File: src/rtl/rgb_hue_fader.sv
// ----------------------------------------------------------------------------
// rgb_hue_fader
//
// Walks an RGB LED around the hue wheel by slowly ramping one colour channel
// at a time. It produces three 8-bit duty values for a downstream PWM stage.
// A prescaler divides clk down to "fade steps" (ticks). On every tick the
// channel that is currently ramping moves by STEP. When that channel reaches
// its rail (255 when ramping up, 0 when ramping down), the wheel advances to
// the next of its six phases:
//
//   phase | held channels | ramping channel
//   ------+---------------+----------------
//     0   | R=255, B=0    | G up
//     1   | G=255, B=0    | R down
//     2   | G=255, R=0    | B up
//     3   | B=255, R=0    | G down
//     4   | B=255, G=0    | R up
//     5   | R=255, G=0    | B down
//
// Because only one channel ramps in each phase, at most one channel is ever
// strictly between 0 and 255.
//
// Parameters
//   TICK_DIV : clk cycles per fade step, 1..2^24 (1 = every enabled cycle)
//   STEP     : duty change per fade step, 1..255
//
// Ports
//   clk      in   system clock, rising-edge
//   nrst     in   asynchronous active-low reset
//   en       in   1 = prescaler runs and fading advances, 0 = all state frozen
//   restart  in   synchronous return to the reset state, overrides en
//   duty_r   out  [7:0] red duty cycle
//   duty_g   out  [7:0] green duty cycle
//   duty_b   out  [7:0] blue duty cycle
//   phase    out  [2:0] current hue-wheel phase, 0..5
//   wrap     out  one-cycle pulse after the tick that moves phase 5 -> 0
//
// Every output comes straight from a flop. There is no combinational path
// from any input to any output.
// ----------------------------------------------------------------------------
module rgb_hue_fader #(
    parameter int TICK_DIV = 100000,
    parameter int STEP     = 1
) (
    input  logic       clk,
    input  logic       nrst,
    input  logic       en,
    input  logic       restart,
    output logic [7:0] duty_r,
    output logic [7:0] duty_g,
    output logic [7:0] duty_b,
    output logic [2:0] phase,
    output logic       wrap
);

    // ------------------------------------------------------------------------
    // Constants
    // ------------------------------------------------------------------------
    // The prescaler counts 0..TICK_DIV-1. With TICK_DIV=1 the counter stays
    // at 0, so every enabled cycle is a tick. It still needs at least one bit.
    localparam int CNT_W = (TICK_DIV > 1) ? $clog2(TICK_DIV) : 1;
    localparam logic [CNT_W-1:0] CNT_MAX = CNT_W'(TICK_DIV - 1);

    // Ramp arithmetic uses 9 bits, so an up-ramp that overshoots 255 shows
    // up in bit 8 and never silently wraps back around to a small value.
    localparam logic [8:0] STEP9 = 9'(STEP);
    localparam logic [7:0] STEP8 = 8'(STEP);

    // Channel indices into the packed duty vector.
    localparam logic [1:0] CH_R = 2'd0;
    localparam logic [1:0] CH_G = 2'd1;
    localparam logic [1:0] CH_B = 2'd2;

    // Reset colour is pure red: {B, G, R} = {0, 0, 255}.
    localparam logic [2:0][7:0] DUTY_RST = {8'd0, 8'd0, 8'd255};

    // Each phase is named after its held rail, the ramping channel and the
    // ramp direction.
    typedef enum logic [2:0] {
        PH_R_G_UP = 3'd0,
        PH_G_R_DN = 3'd1,
        PH_G_B_UP = 3'd2,
        PH_B_G_DN = 3'd3,
        PH_B_R_UP = 3'd4,
        PH_R_B_DN = 3'd5
    } phase_t;

    // ------------------------------------------------------------------------
    // State and next-state signals
    // ------------------------------------------------------------------------
    logic [CNT_W-1:0] cnt_reg,  cnt_next;
    logic [2:0][7:0]  duty_reg, duty_next;
    phase_t           phase_reg, phase_next;
    logic             wrap_reg, wrap_next;

    // Decoded from the current phase.
    logic [1:0]       ramp_sel;     // which channel is ramping
    logic             ramp_up;      // 1 = ramping toward 255
    logic             phase_legal;  // 0 for the unreachable encodings 6/7

    // Per-channel ramp results, as if a tick happened this cycle.
    logic [2:0][7:0]  chan_val;     // candidate duty after the tick
    logic [2:0]       chan_done;    // ramping channel hit its rail
    logic             advance;      // phase moves on with this tick
    logic             tick;         // prescaler terminal count

    // ------------------------------------------------------------------------
    // Phase decode: which channel ramps and in which direction.
    // Even phases ramp up and odd phases ramp down. The ramping channel
    // cycles G, R, B, G, R, B around the wheel.
    // ------------------------------------------------------------------------
    always_comb begin
        ramp_sel    = CH_G;
        ramp_up     = 1'b1;
        phase_legal = 1'b1;
        case (phase_reg)
            PH_R_G_UP: begin ramp_sel = CH_G; ramp_up = 1'b1; end
            PH_G_R_DN: begin ramp_sel = CH_R; ramp_up = 1'b0; end
            PH_G_B_UP: begin ramp_sel = CH_B; ramp_up = 1'b1; end
            PH_B_G_DN: begin ramp_sel = CH_G; ramp_up = 1'b0; end
            PH_B_R_UP: begin ramp_sel = CH_R; ramp_up = 1'b1; end
            PH_R_B_DN: begin ramp_sel = CH_B; ramp_up = 1'b0; end
            default: begin
                // 6/7 cannot be reached through normal stepping. If one ever
                // appears (upset, bad init), the next tick forces reset state.
                ramp_sel    = CH_G;
                ramp_up     = 1'b1;
                phase_legal = 1'b0;
            end
        endcase
    end

    // ------------------------------------------------------------------------
    // Per-channel saturating ramp.
    // Only the selected channel moves. The others pass through unchanged.
    // Up:   ch + STEP >= 255  -> 255 and done   (same as ch >= 255 - STEP)
    // Down: ch <= STEP        -> 0   and done
    // ------------------------------------------------------------------------
    generate
        for (genvar gi = 0; gi < 3; gi++) begin : g_chan
            logic [8:0] up_sum;
            logic       sel_hit;
            logic       up_sat;
            logic       dn_sat;

            assign up_sum  = {1'b0, duty_reg[gi]} + STEP9;
            assign sel_hit = (ramp_sel == 2'(gi));
            assign up_sat  = (up_sum >= 9'd255);
            assign dn_sat  = ({1'b0, duty_reg[gi]} <= STEP9);

            assign chan_done[gi] = sel_hit & (ramp_up ? up_sat : dn_sat);

            assign chan_val[gi] = !sel_hit ? duty_reg[gi]                   :
                                  ramp_up  ? (up_sat ? 8'd255 : up_sum[7:0]) :
                                             (dn_sat ? 8'd0
                                                     : duty_reg[gi] - STEP8);
        end
    endgenerate

    assign advance = |chan_done;
    assign tick    = (cnt_reg == CNT_MAX);

    // ------------------------------------------------------------------------
    // Next-state logic
    // ------------------------------------------------------------------------
    always_comb begin
        cnt_next   = cnt_reg;
        duty_next  = duty_reg;
        phase_next = phase_reg;
        wrap_next  = 1'b0;

        if (restart) begin
            // restart wins over en and over a tick on the same edge.
            cnt_next   = '0;
            duty_next  = DUTY_RST;
            phase_next = PH_R_G_UP;
        end else if (en) begin
            if (tick) begin
                cnt_next = '0;
                if (!phase_legal) begin
                    duty_next  = DUTY_RST;
                    phase_next = PH_R_G_UP;
                end else begin
                    duty_next = chan_val;
                    if (advance) begin
                        case (phase_reg)
                            PH_R_G_UP: phase_next = PH_G_R_DN;
                            PH_G_R_DN: phase_next = PH_G_B_UP;
                            PH_G_B_UP: phase_next = PH_B_G_DN;
                            PH_B_G_DN: phase_next = PH_B_R_UP;
                            PH_B_R_UP: phase_next = PH_R_B_DN;
                            default:   phase_next = PH_R_G_UP;
                        endcase
                        wrap_next = (phase_reg == PH_R_B_DN);
                    end
                end
            end else begin
                cnt_next = cnt_reg + CNT_W'(1);
            end
        end
        // en low: everything holds and wrap stays low (its default).
    end

    // ------------------------------------------------------------------------
    // State register. The reset is asynchronous, so the outputs snap to the
    // reset colour as soon as nrst falls, without waiting for clk.
    // ------------------------------------------------------------------------
    always_ff @(posedge clk or negedge nrst) begin
        if (!nrst) begin
            cnt_reg   <= '0;
            duty_reg  <= DUTY_RST;
            phase_reg <= PH_R_G_UP;
            wrap_reg  <= 1'b0;
        end else begin
            cnt_reg   <= cnt_next;
            duty_reg  <= duty_next;
            phase_reg <= phase_next;
            wrap_reg  <= wrap_next;
        end
    end

    // ------------------------------------------------------------------------
    // Outputs: direct flop outputs.
    // ------------------------------------------------------------------------
    assign duty_r = duty_reg[CH_R];
    assign duty_g = duty_reg[CH_G];
    assign duty_b = duty_reg[CH_B];
    assign phase  = phase_reg;
    assign wrap   = wrap_reg;

endmodule

File: config.mk
export PLATFORM = sky130hd
export DESIGN_NAME = rgb_hue_fader
export DESIGN_NICKNAME = d
export VERILOG_FILES = /design/src/rtl/rgb_hue_fader.sv
export SDC_FILE = /design/constraint.sdc
export NUM_CORES = 1
export LEC_CHECK = 0
export CELL_PAD_IN_SITES_DETAIL_PLACEMENT = 1
export CELL_PAD_IN_SITES_GLOBAL_PLACEMENT = 2
export CORE_MARGIN = 2
export CORE_UTILIZATION = 30
export CTS_BUF_LIST = sky130_fd_sc_hd__clkbuf_4 sky130_fd_sc_hd__clkbuf_8 sky130_fd_sc_hd__clkbuf_16
export CTS_CLUSTER_SIZE = 8
export DETAILED_ROUTE_END_ITERATION = 8
export HOLD_SLACK_MARGIN = 0.12
export PLACE_DENSITY = 0.81
export SYNTH_ARGS = -nofsm -noshare
export SYNTH_HDL_FRONTEND = slang
export SYNTH_SLANG_ARGS = --single-unit
File: constraint.sdc
create_clock -name clk -period 2.94 [get_ports clk]
set_clock_uncertainty 0.1 [all_clocks]
set_input_delay 0.588 -clock clk [delete_from_list [all_inputs] [get_ports clk]]
set_output_delay 0.588 -clock clk [all_outputs]
set_load 0.005 [all_outputs]
==> results.md <==
* Top-count cell post-synth: nor2_1
* Gpl congestion at 0.888
* Share of cells above drive strength 1 at 11.2%
* Num Clock Sinks at 45
* RSZ-0062 raised after global routing: no
* Crit path required time at 3.02 ns
* Reg clk slew, reported paths at 0.07 ns
* Syn Inst Count at 448
* IO Port Bufs at 31
* Antenna Violating Nets Remaining at 0
* Vias at 3,443
* Maximum clock frequency at 381 MHz
* Crit-path cells: inv_1 > ha_1 > a21oi_1 > a211oi_1 > o21ai_0 > o31ai_4 > nor2_4 > mux2_4
* RR Endpoint: phase[2]$_DFFE_PN0P_
* Maximum capacitance violations at 0
* CP Launch Type: register
* Vias per cell at 5.54
* Antenna violations before repair at 0
* Drt first-iter violations at 274
* Placed Cells at 614
* CP top delay family: compound AO/OA/AOI/OAI gates
* Yosys warning total at 0
* Crit path DAT at 2.70 ns
* Crit-path max FO at 14
* Final Instance Count excl. Fillers at 622
* Slowest stage delay, CP at 0.67 ns
* R2r startpoint: duty_r[0]$_DFFE_PN1P_
* Post-synth top cells: nor2_1, dfrtp_1, a21oi_1
* Power per cell area at 703 nW/um^2
* Worst Tran Pin Value at 1.03 ns
* Clock root buffer: clkbuf_16
* Area Growth Syn to Fin at 17.6%
* CTS H-tree lvls at 2
* # hold bufs at CTS at 0
* Drc violations at 0
* CTS tree: built
* Total length of routed wires at 10.6 mm
* Post-synth top flop: dfrtp_1
* Drt wl/cell at 17.0 um
* Clock Tree Buf Depth at 2
* Run status: complete, no violations
* Die W at 114 um
* Max reg flops at 17
* Total gr overflow at 0
* Clk Latency, worst-skew pair at 0.29 ns
* Cell Area, Synth at 3640 sq um
* HPWL after detailed placement at 7.80 mm
* FF+latch count, synth at 45
* Final Cycle Share at 89.3%
* IO Pins at 32
* Core box area at 11,900 sq um
* Post-synthesis average cell area at 8.14 sq um
* Row count at 40
* CTS Buf Count at 5
* Sequential-to-total area share from yosys stat at 31.2%
* Setup TNS at 0 ns
* Leading area contributor after synthesis: dfrtp_1
* Largest net degree at the start of global routing at 42
* Number of global-route vias before repair at 3,482
* Crit path kind: register to register
* Die Y at 114 um
* Die area at 13,000 sq um
* N_diodes at 0
* Distinct cells, synth at 72
* Setup violators final at 0
* WP buf/inv at 1
* Post_cts resized at 0
* CP Capture Type: register
* Final Hold Vio Count at 0
* Area contributors post-synth: dfrtp_1, dfstp_2, a21oi_1
* Leakage at 0.00170 uW
* Post-layout nets at 491
* Post-CTS setup buffer count at 0
* Tmin final at 2.63 ns
* First-pass GRT wire length at 17.9 mm
* R2r setup slk at 0.31 ns
* Syn_nets at 465
* Cells on worst reg2reg path at 8
* Critical-path top delay cell: dfstp_2
* Hold Path Class: primary input to asynchronous set/reset pin
* Peak VDD IR at 199 uV
* Slew Viols, Final at 0
* Fraction of registers with async set/reset at 100%
* Post-synth top area share at 25.4%
* First-pass DRT Iterations at 4
* Initial core utilization at 30.6%
* Number of synthesized flops with an enable pin at 0
* Max transition margin at 31.6%
* GR Util All Layers at 16.8%
* FILL cells at 1,431
==> per-layer routing <==
metal  GRT usage (%)  wire [um]  vias to the layer above
met5               0          0                        -
met4            3.74        102                        0
met3            2.54        277                        9
met2            28.1       4900                       52
met1            23.0       5290                     1695
li1                -          -                     1687
==> area by class of cell <==
| type | count | area (sq um) | share of cell area [%] |
|---|---|---|---|
| sequential | 45 | 1140 | 26.5 |
| clock buffer | 6 | 139 | 3.24 |
| tap | 147 | 184 | 4.29 |
| inverter | 14 | 52.6 | 1.23 |
| clock inverter | 2 | 16.3 | 0.380 |
| timing repair buffer | 50 | 448 | 10.5 |
| multi-input combinational | 358 | 2310 | 53.9 |
==> power breakdown <==
| group | internal, uW | switching (uW) | leakage, uW | total [uW] |
|---|---|---|---|---|
| Clock | 342 | 257 | 0.0000735 | 599 |
| Combinational | 675 | 781 | 0.00103 | 1460 |
| Sequential | 717 | 240 | 0.000590 | 956 |
| Total | 1730 | 1280 | 0.00170 | 3010 |
==> logic make-up after synthesis <==
logic type / count (synthesis) / share of synthesized area, %
xor gates and xnor gates: 23 / 5.53
DFF: 45 / 31.2
adders and majority gates: 13 / 4.46
buffers and inverters: 45 / 5.46
AOI/OAI and AO/OA: 138 / 25.1
muxes: 5 / 1.68
and+or+nand+nor: 179 / 26.6
==> through the flow <==
step	instance area [sq um]	setup slack, ns	hold WS, ns	util (%)	power (uW)
floorplan	3640	0.395	0.192	-	1840
global placement	4130	0.328	0.398	34.7	2400
detailed placement	4130	0.292	0.407	34.7	2420
CTS	4290	0.263	0.420	36.0	3030
global route	4290	0.152	0.453	36.0	3240
finish	4290	0.314	0.364	36.0	3010
==> placed cells by master, fill, tap and decap left out, types with 8 or more instances in the layout <==
| master | instances |
|---|---|
| dfrtp_1 | 37 |
| ha_1 | 13 |
| a21oi_1 | 36 |
| buf_4 | 19 |
| dfstp_2 | 8 |
| o21ai_0 | 35 |
| nand3_1 | 19 |
| a31oi_1 | 8 |
| xor2_1 | 11 |
| and3_1 | 11 |
| nor2_1 | 46 |
| clkdlybuf4s50_1 | 30 |
| xnor2_1 | 12 |
| nor3_1 | 13 |
| nand2_1 | 33 |
| inv_1 | 14 |
| o31ai_1 | 8 |
==> worst max-delay path by stage <==
stage                     startpoint                    to  slack, ns  cells past startpoint
2_1_floorplan  duty_r[0]$_DFFE_PN1P_  phase[1]$_DFFE_PN0P_       0.40                      9
3_3_place_gp   duty_b[1]$_DFFE_PN0P_        wrap$_DFF_PN0_       0.33                      8
3_5_place_dp   duty_g[0]$_DFFE_PN0P_        wrap$_DFF_PN0_       0.29                      9
4_1_cts        duty_g[0]$_DFFE_PN0P_        wrap$_DFF_PN0_       0.26                      9
5_1_grt        duty_g[0]$_DFFE_PN0P_        wrap$_DFF_PN0_       0.15                      9
6_report       duty_r[0]$_DFFE_PN1P_  phase[2]$_DFFE_PN0P_       0.31                      8
No activity file was read; power rests on OpenSTA's default activity.
